[config.mk]
export PLATFORM = sky130hd
export DESIGN_NAME = apb_controller_flat
export DESIGN_NICKNAME = d
export VERILOG_FILES = /design/src/rtl/apb_controller_if.sv /design/src/rtl/apb_controller.sv /design/src/flat_wrapper.sv
export SDC_FILE = /design/constraint.sdc
export NUM_CORES = 1
export LEC_CHECK = 0
export ABC_AREA = 1
export BUFFER_PORTS_ARGS = -buffer_cell sky130_fd_sc_hd__buf_2
export CAP_MARGIN = 10
export CORE_MARGIN = 4
export CORE_UTILIZATION = 30
export CTS_CLUSTER_SIZE = 20
export DETAILED_ROUTE_END_ITERATION = 8
export REMOVE_ABC_BUFFERS = 1
export SLEW_MARGIN = 20
export SYNTH_ARGS = -nofsm -noshare
export SYNTH_HDL_FRONTEND = slang
export SYNTH_SLANG_ARGS = --single-unit
[constraint.sdc]
create_clock -name Hclk -period 3.6 [get_ports Hclk]
set_input_delay 0.36 -clock Hclk [delete_from_list [all_inputs] [get_ports Hclk]]
set_output_delay 0.36 -clock Hclk [all_outputs]
set_load 0.02 [all_outputs]
[src/rtl/apb_controller_if.sv]
// AHB-side and APB-side bus signals of the AHB-to-APB bridge core (apb_controller).
// Handshake: the bridge samples a transfer on a rising Hclk edge only when Hreadyout=1
// and the master presents Hreadyin=1 with Htrans NONSEQ/SEQ; while Hreadyout=0 the master
// holds its address phase (and write data) unchanged and nothing new is sampled.
interface apb_controller_if;
  logic        Hwrite;
  logic        Hreadyin;
  logic [1:0]  Htrans;
  logic [31:0] Haddr;
  logic [31:0] Hwdata;
  logic [31:0] Prdata;
  logic        Pwrite;
  logic        Penable;
  logic [2:0]  Pselx;
  logic [31:0] Paddr;
  logic [31:0] Pwdata;
  logic        Hreadyout;
  logic [31:0] Hrdata;
  logic [1:0]  Hresp;

  modport slave (
    input  Hwrite, Hreadyin, Htrans, Haddr, Hwdata, Prdata,
    output Pwrite, Penable, Pselx, Paddr, Pwdata, Hreadyout, Hrdata, Hresp
  );

  modport master (
    output Hwrite, Hreadyin, Htrans, Haddr, Hwdata, Prdata,
    input  Pwrite, Penable, Pselx, Paddr, Pwdata, Hreadyout, Hrdata, Hresp
  );
endinterface

[src/rtl/apb_controller.sv]
// AHB-to-APB bridge core: decodes three 64 MB APB slots and runs SETUP/ENABLE per transfer.
// Optional AHB_ERR_RESP_EN: out-of-window transfers get a two-cycle ERROR response (ERR1/ERR2).
module apb_controller #(
  parameter logic [31:0] BASE_ADDR = 32'h8000_0000,
  parameter int unsigned SLOT_BITS = 26
) (
  input  logic            Hclk,
  input  logic            Hresetn,
  apb_controller_if.slave bus,
  output logic [2:0]      o_dbg_state
);

`ifdef AHB_ERR_RESP_EN
  typedef enum logic [2:0] {
    S_IDLE   = 3'd0,
    S_WWAIT  = 3'd1,
    S_SETUP  = 3'd2,
    S_ENABLE = 3'd3,
    S_ERR1   = 3'd4,
    S_ERR2   = 3'd5
  } state_t;
`else
  typedef enum logic [2:0] {
    S_IDLE   = 3'd0,
    S_WWAIT  = 3'd1,
    S_SETUP  = 3'd2,
    S_ENABLE = 3'd3
  } state_t;
`endif

  localparam logic [32:0] WIN_SIZE = 33'd3 << SLOT_BITS;

  state_t      r_state;
  state_t      w_state_nxt;
  logic [31:0] r_haddr;
  logic        r_hwrite;
  logic [2:0]  r_pselx;
  logic        r_penable;
  logic        r_pwrite;
  logic [31:0] r_paddr;
  logic [31:0] r_pwdata;

  logic [2:0]  w_pselx_nxt;
  logic        w_penable_nxt;
  logic        w_pwrite_nxt;
  logic [31:0] w_paddr_nxt;
  logic [31:0] w_pwdata_nxt;
  logic        w_latch;
  logic [31:0] w_off;
  logic        w_in_win;
  logic        w_xfer;
  logic        w_valid;
  logic        w_hreadyout;
  logic [1:0]  w_hresp;

  function automatic logic [2:0] slot_sel(input logic [1:0] idx);
    case (idx)
      2'd0:    slot_sel = 3'b001;
      2'd1:    slot_sel = 3'b010;
      2'd2:    slot_sel = 3'b100;
      default: slot_sel = 3'b000;
    endcase
  endfunction

  // Window check done on the offset so the upper bound cannot wrap past 2^32.
  assign w_off    = bus.Haddr - BASE_ADDR;
  assign w_in_win = (bus.Haddr >= BASE_ADDR) && ({1'b0, w_off} < WIN_SIZE);
  assign w_xfer   = bus.Hreadyin && ((bus.Htrans == 2'b10) || (bus.Htrans == 2'b11));
  assign w_valid  = w_xfer && w_in_win;

`ifdef AHB_ERR_RESP_EN
  assign w_hreadyout = (r_state == S_IDLE) || (r_state == S_ENABLE) || (r_state == S_ERR2);
  assign w_hresp     = ((r_state == S_ERR1) || (r_state == S_ERR2)) ? 2'b01 : 2'b00;
`else
  assign w_hreadyout = (r_state == S_IDLE) || (r_state == S_ENABLE);
  assign w_hresp     = 2'b00;
`endif

  always_comb begin
    w_state_nxt   = r_state;
    w_pselx_nxt   = r_pselx;
    w_penable_nxt = r_penable;
    w_pwrite_nxt  = r_pwrite;
    w_paddr_nxt   = r_paddr;
    w_pwdata_nxt  = r_pwdata;
    w_latch       = 1'b0;
    case (r_state)
      S_WWAIT: begin
        // Write data phase ends here; APB outputs come from the latched address phase.
        w_state_nxt   = S_SETUP;
        w_pselx_nxt   = slot_sel(r_haddr[SLOT_BITS+1 -: 2]);
        w_paddr_nxt   = r_haddr;
        w_pwrite_nxt  = r_hwrite;
        w_pwdata_nxt  = bus.Hwdata;
        w_penable_nxt = 1'b0;
      end
      S_SETUP: begin
        w_state_nxt   = S_ENABLE;
        w_penable_nxt = 1'b1;
      end
`ifdef AHB_ERR_RESP_EN
      S_ERR1: begin
        w_state_nxt = S_ERR2;
      end
`endif
      default: begin
        // Sampling states (IDLE, ENABLE, ERR2); reads skip WWAIT and go straight to SETUP.
        w_latch       = w_valid;
        w_penable_nxt = 1'b0;
        if (w_valid && !bus.Hwrite) begin
          w_state_nxt  = S_SETUP;
          w_pselx_nxt  = slot_sel(bus.Haddr[SLOT_BITS+1 -: 2]);
          w_paddr_nxt  = bus.Haddr;
          w_pwrite_nxt = 1'b0;
        end else if (w_valid) begin
          w_state_nxt = S_WWAIT;
`ifdef AHB_ERR_RESP_EN
        end else if (w_xfer) begin
          w_state_nxt = S_ERR1;
          w_pselx_nxt = 3'b000;
`endif
        end else begin
          w_state_nxt = S_IDLE;
          w_pselx_nxt = 3'b000;
        end
      end
    endcase
  end

  always_ff @(posedge Hclk or negedge Hresetn) begin
    if (!Hresetn) begin
      r_state   <= S_IDLE;
      r_haddr   <= 32'h0;
      r_hwrite  <= 1'b0;
      r_pselx   <= 3'b000;
      r_penable <= 1'b0;
      r_pwrite  <= 1'b0;
      r_paddr   <= 32'h0;
      r_pwdata  <= 32'h0;
    end else begin
      r_state   <= w_state_nxt;
      r_pselx   <= w_pselx_nxt;
      r_penable <= w_penable_nxt;
      r_pwrite  <= w_pwrite_nxt;
      r_paddr   <= w_paddr_nxt;
      r_pwdata  <= w_pwdata_nxt;
      if (w_latch) begin
        r_haddr  <= bus.Haddr;
        r_hwrite <= bus.Hwrite;
      end
    end
  end

  assign bus.Pselx     = r_pselx;
  assign bus.Penable   = r_penable;
  assign bus.Pwrite    = r_pwrite;
  assign bus.Paddr     = r_paddr;
  assign bus.Pwdata    = r_pwdata;
  assign bus.Hreadyout = w_hreadyout;
  assign bus.Hresp     = w_hresp;
  assign bus.Hrdata    = ((r_state == S_ENABLE) && !r_pwrite) ? bus.Prdata : 32'h0;
  assign o_dbg_state   = r_state;

endmodule
[src/flat_wrapper.sv]
// flat-port wrapper written by rule: the top's interface ports become plain ports
module apb_controller_flat 
#(
  parameter logic [31:0] BASE_ADDR = 32'h8000_0000,
  parameter int unsigned SLOT_BITS = 26
)
  (Hclk, Hresetn, o_dbg_state, bus_Hwrite, bus_Hreadyin, bus_Htrans, bus_Haddr, bus_Hwdata, bus_Prdata, bus_Pwrite, bus_Penable, bus_Pselx, bus_Paddr, bus_Pwdata, bus_Hreadyout, bus_Hrdata, bus_Hresp);
  apb_controller_if bus_i ();
  input  logic Hclk;
  input  logic Hresetn;
  output logic [2:0] o_dbg_state;
  input wire logic [$bits(bus_i.Hwrite)-1:0] bus_Hwrite;
  input wire logic [$bits(bus_i.Hreadyin)-1:0] bus_Hreadyin;
  input wire logic [$bits(bus_i.Htrans)-1:0] bus_Htrans;
  input wire logic [$bits(bus_i.Haddr)-1:0] bus_Haddr;
  input wire logic [$bits(bus_i.Hwdata)-1:0] bus_Hwdata;
  input wire logic [$bits(bus_i.Prdata)-1:0] bus_Prdata;
  output wire logic [$bits(bus_i.Pwrite)-1:0] bus_Pwrite;
  output wire logic [$bits(bus_i.Penable)-1:0] bus_Penable;
  output wire logic [$bits(bus_i.Pselx)-1:0] bus_Pselx;
  output wire logic [$bits(bus_i.Paddr)-1:0] bus_Paddr;
  output wire logic [$bits(bus_i.Pwdata)-1:0] bus_Pwdata;
  output wire logic [$bits(bus_i.Hreadyout)-1:0] bus_Hreadyout;
  output wire logic [$bits(bus_i.Hrdata)-1:0] bus_Hrdata;
  output wire logic [$bits(bus_i.Hresp)-1:0] bus_Hresp;
  assign bus_i.Hwrite = bus_Hwrite;
  assign bus_i.Hreadyin = bus_Hreadyin;
  assign bus_i.Htrans = bus_Htrans;
  assign bus_i.Haddr = bus_Haddr;
  assign bus_i.Hwdata = bus_Hwdata;
  assign bus_i.Prdata = bus_Prdata;
  assign bus_Pwrite = bus_i.Pwrite;
  assign bus_Penable = bus_i.Penable;
  assign bus_Pselx = bus_i.Pselx;
  assign bus_Paddr = bus_i.Paddr;
  assign bus_Pwdata = bus_i.Pwdata;
  assign bus_Hreadyout = bus_i.Hreadyout;
  assign bus_Hrdata = bus_i.Hrdata;
  assign bus_Hresp = bus_i.Hresp;
  apb_controller #(.BASE_ADDR(BASE_ADDR), .SLOT_BITS(SLOT_BITS)) u_core (.Hclk(Hclk), .Hresetn(Hresetn), .bus(bus_i), .o_dbg_state(o_dbg_state));
endmodule
==> metrics.md <==
| Metric | Value |
|---|---|
| Status | `finished, final reports clean` |
| N_diodes | `0` |
| Largest vdd supply drop | `0.0003452 V` |
| DR vias | `4,188` |
| Fraction of power consumed by the clock network | `0.213` |
| Clock tree from TritonCTS | `built` |
| Number of gates resized after cts | `0` |
| Number of failing hold endpoints at the final stage | `0` |
| ANT nets after route | `0` |
| Count of pins over their slew limit | `0` |
| Fraction of synthesized cell area taken by the top area cell type | `0.5466` |
| CP top delay family | `simple AND/OR/NAND/NOR gates` |
| Flops & latches, synth | `104` |
| Clk pin slew, worst setup/hold paths | `0.06 ns` |
| Sequential share of the synthesized area | `0.5466` |
| Number of buffer and inverter instances along the worst setup path | `1` |
| GR Util All Layers | `0.1373` |
| Post-synth EDFFs | `0` |
| Clock Sink Count | `104` |
| Top cell types by occurrence after synthesis | `nand2_1 (252), dfrtp_1 (104), inv_1 (72)` |
| CP Capture Type | `primary output` |
| Starting DRC count in detailed routing | `150` |
| Port Buf Inserts | `204` |
| Hold-fix buffers, CTS | `0` |
| Residual DRC | `0` |
| CP Launch Type | `flop` |
| Worst path required time | `3.24 ns` |
| Number of failing setup endpoints in the final timing report | `0` |
| Layout Skew | `0.006509 ns` |
| Count of standard-cell rows | `45` |
| Area post-placement | `5912 sq um` |
| Vias per cell | `4.126` |
| Die outline height | `134.0 um` |
| Clk buf depth | `2` |
| Clock latency at the later pin of the worst-skew pair | `0.34 ns` |
| Cell with the largest stage delay on the worst path | `nand2_1` |
| Final period utilization | `0.6462` |
| Power density relative to cell area | `800.3 nW/um^2` |
| Final critical-path required period | `2.326 ns` |
| Critical path fanouts, max | `32` |
| Layout overhead on the synthesized area | `31.14%` |
| Part of the power in combinational logic | `0.408` |
| Max cap viols | `0` |
| RD Place Congestion | `0.7018` |
| Total CTS buffers | `9` |
| Count of cell types in the netlist | `24` |
| Wire length of the first global-routing pass | `19,820 um` |
| Fraction of final layout cells sized beyond drive strength 1 | `0.2948` |
| Number of placed I/O pins | `209` |
| Setup repair after global routing missed its margin | `no` |
| Area of the core region | `15,370 sq um` |
| Root Driver | `clkbuf_16` |
| Level count of the clock H-tree | `3` |
| Worst-Margin Slew | `0.9741 ns` |
| Initial antenna violation count | `1` |
| Chip width | `134.0 um` |
| Data arrival time at the worst-slack endpoint | `1.97 ns` |
| Via count of the first global-routing pass | `4,024` |
| Total gr overflow | `0` |
| Synthesis warning total | `0` |
| Maximum cell stage delay along the critical path | `0.71 ns` |
| Summed area of non-filler cells in the final layout | `6243 sq um` |
| WL per Instance | `12.12 um` |
| Biggest area contributors in the synthesized netlist | `dfrtp_1 (55%), nand2_1 (20%), inv_1 (5.7%)` |
| Design internal power | `0.002950 W` |
| Net switching share of the total power | `0.4096` |
| Total net switching power | `0.002047 W` |
| Overall routed net length | `12,300 um` |
| Nets | `904` |
| Max frequency | `429.9 MHz` |
| Most used flip-flop cell after synthesis | `dfrtp_1` |
| Half-perimeter wire length after placement | `8583 um` |
| Type of the tightest min-delay check | `in -> async` |
| Setup Total Neg Slack | `0 ns` |
| Most common cell in the synthesized netlist | `nand2_1` |
| Setup repair bufs after CTS | `0` |
| Largest net degree at the start of global routing | `64` |
| Mapped Cells | `610` |
| Length of the first detailed-routing pass in iterations | `4` |
| Summed instance area of the synthesized netlist | `4761 sq um` |
| Die area | `17,950 sq um` |
| Syn_area_per_cell | `7.805 sq um` |
| Flop2flop setup slack | `1.42 ns` |
| Starting density of the core | `0.3097` |
| Async set-or-reset flop fraction in the synthesized netlist | `1.000` |
| Max_slew headroom | `0.3490` |
| Critical path, cell by cell | `ha_1, nand2_1, nor2_1, buf_2` |
| Sequential Power Share | `0.379` |
| Final-layout fill cell count | `1,576` |
| Static leakage | `3.764 nW` |
| Crit Path Category | `reg -> out` |
| Synth area leader | `dfrtp_1` |
## logic make-up after synthesis
group,share of synthesized area
other cells,0.0007877
buf+inv,0.09987
simple gates,0.2838
compound gates,0.06097
flops,0.5466
fa+ha+maj,0.007885
## per-layer routing
metal / GRT usage / share of wire / vias up
met5: 0 / 0.00057 / -
met4: 0.03200 / 0.010 / 2
met3: 0.05551 / 0.078 / 15
met2: 0.2190 / 0.46 / 124
met1: 0.1757 / 0.45 / 1833
li1: - / - / 2214
## worst reg2reg max path: cells and delay by family, from the launching register on
| family | cells | cell delay (ns) |
|---|---|---|
| and+or+nand+nor | 4 | 0.91 |
| buffers and inverters | 3 | 0.62 |
| DFF | 1 | 0.40 |
| adders and majority gates | 1 | 0.15 |
## cells in the final DEF, fill, tap and decap left out
cell type  count
nand2_1      252
buf_2        203
dfrtp_1      104
inv_1         72
o21ai_0       48
nand3_1       38
nor2_1        34
o21ai_1       10
clkbuf_16      9
buf_4          7
nand2_4        3
conb_1         3
nand2_2        2
nand4_1        2
ha_1           2
clkbuf_8       2
bufinv_16      2
clkinv_2       2
clkinv_1       1
nor2_2         1
nor2_4         1
inv_4          1
inv_2          1
nor3_1         1
or2_2          1
ha_2           1
clkinv_4       1
## sequential cells by signal (all words and copies together), names as in the netlist
| name | flops |
|---|---|
| u_core.bus.Penable | 1 |
| u_core.r_haddr | 32 |
| u_core.bus.Paddr | 32 |
| u_core.r_hwrite | 1 |
| u_core.bus.Pwrite | 1 |
| u_core.bus.Pselx | 3 |
| u_core.bus.Pwdata | 32 |
| u_core.o_dbg_state | 2 |
## final cells by class
type	count	area [sq um]	area share
timing repair buffer	210	1069	0.1711
clock buffer	11	252.7	0.04048
multi-input combinational	399	1693	0.2711
sequential	104	2603	0.4168
tap	211	264.0	0.04228
inverter	75	284.0	0.04549
clock inverter	5	78.83	0.01263
## power groups by stage
| stage | logic [W] | registers [W] | clock network (W) |
|---|---|---|---|
| detailed placement | 0.00208 | 0.00191 | 0 |
| finish | 0.00204 | 0.00190 | 0.00106 |
| CTS | 0.00208 | 0.00190 | 0.00111 |
| global placement | 0.00205 | 0.00191 | 0 |
| global route | 0.00227 | 0.00196 | 0.00115 |
| floorplan | 0.000851 | 0.00234 | 0 |
## metrics by stage
| step | instances | worst slack (ns) | utilization | total power (W) | hold slack, ns |
|---|---|---|---|---|---|
| 2_1_floorplan | 578 | 0.5609 | - | 0.003195 | 0.06441 |
| 3_3_place_gp | 999 | 1.391 | 0.3846 | 0.003958 | 0.4484 |
| 3_5_place_dp | 999 | 1.370 | 0.3846 | 0.003989 | 0.4526 |
| 4_1_cts | 1015 | 1.253 | 0.4062 | 0.005086 | 0.1295 |
| 5_1_grt | 1015 | 1.085 | 0.4062 | 0.005383 | 0.1764 |
| 6_report | 1015 | 1.274 | 0.4062 | 0.004997 | 0.09860 |
## final timing paths
kind,end,cells past startpoint,start
setup / recovery,bus_Hrdata[30],4,u_core.o_dbg_state[0]$_DFF_PN0_
hold / removal,u_core.bus.Paddr[3]$_DFFE_PN0P_,1,Hresetn
setup reg to reg,u_core.bus.Paddr[14]$_DFFE_PN0P_,8,u_core.o_dbg_state[1]$_DFF_PN0_
hold reg to reg,u_core.bus.Paddr[28]$_DFFE_PN0P_,2,u_core.bus.Paddr[28]$_DFFE_PN0P_
max in group asynchronous,u_core.bus.Paddr[25]$_DFFE_PN0P_,2,Hresetn
min in group Hclk,u_core.bus.Pwdata[28]$_DFFE_PN0P_,3,bus_Hwdata[28]
Note: power is estimated with default switching activity, not from simulation.
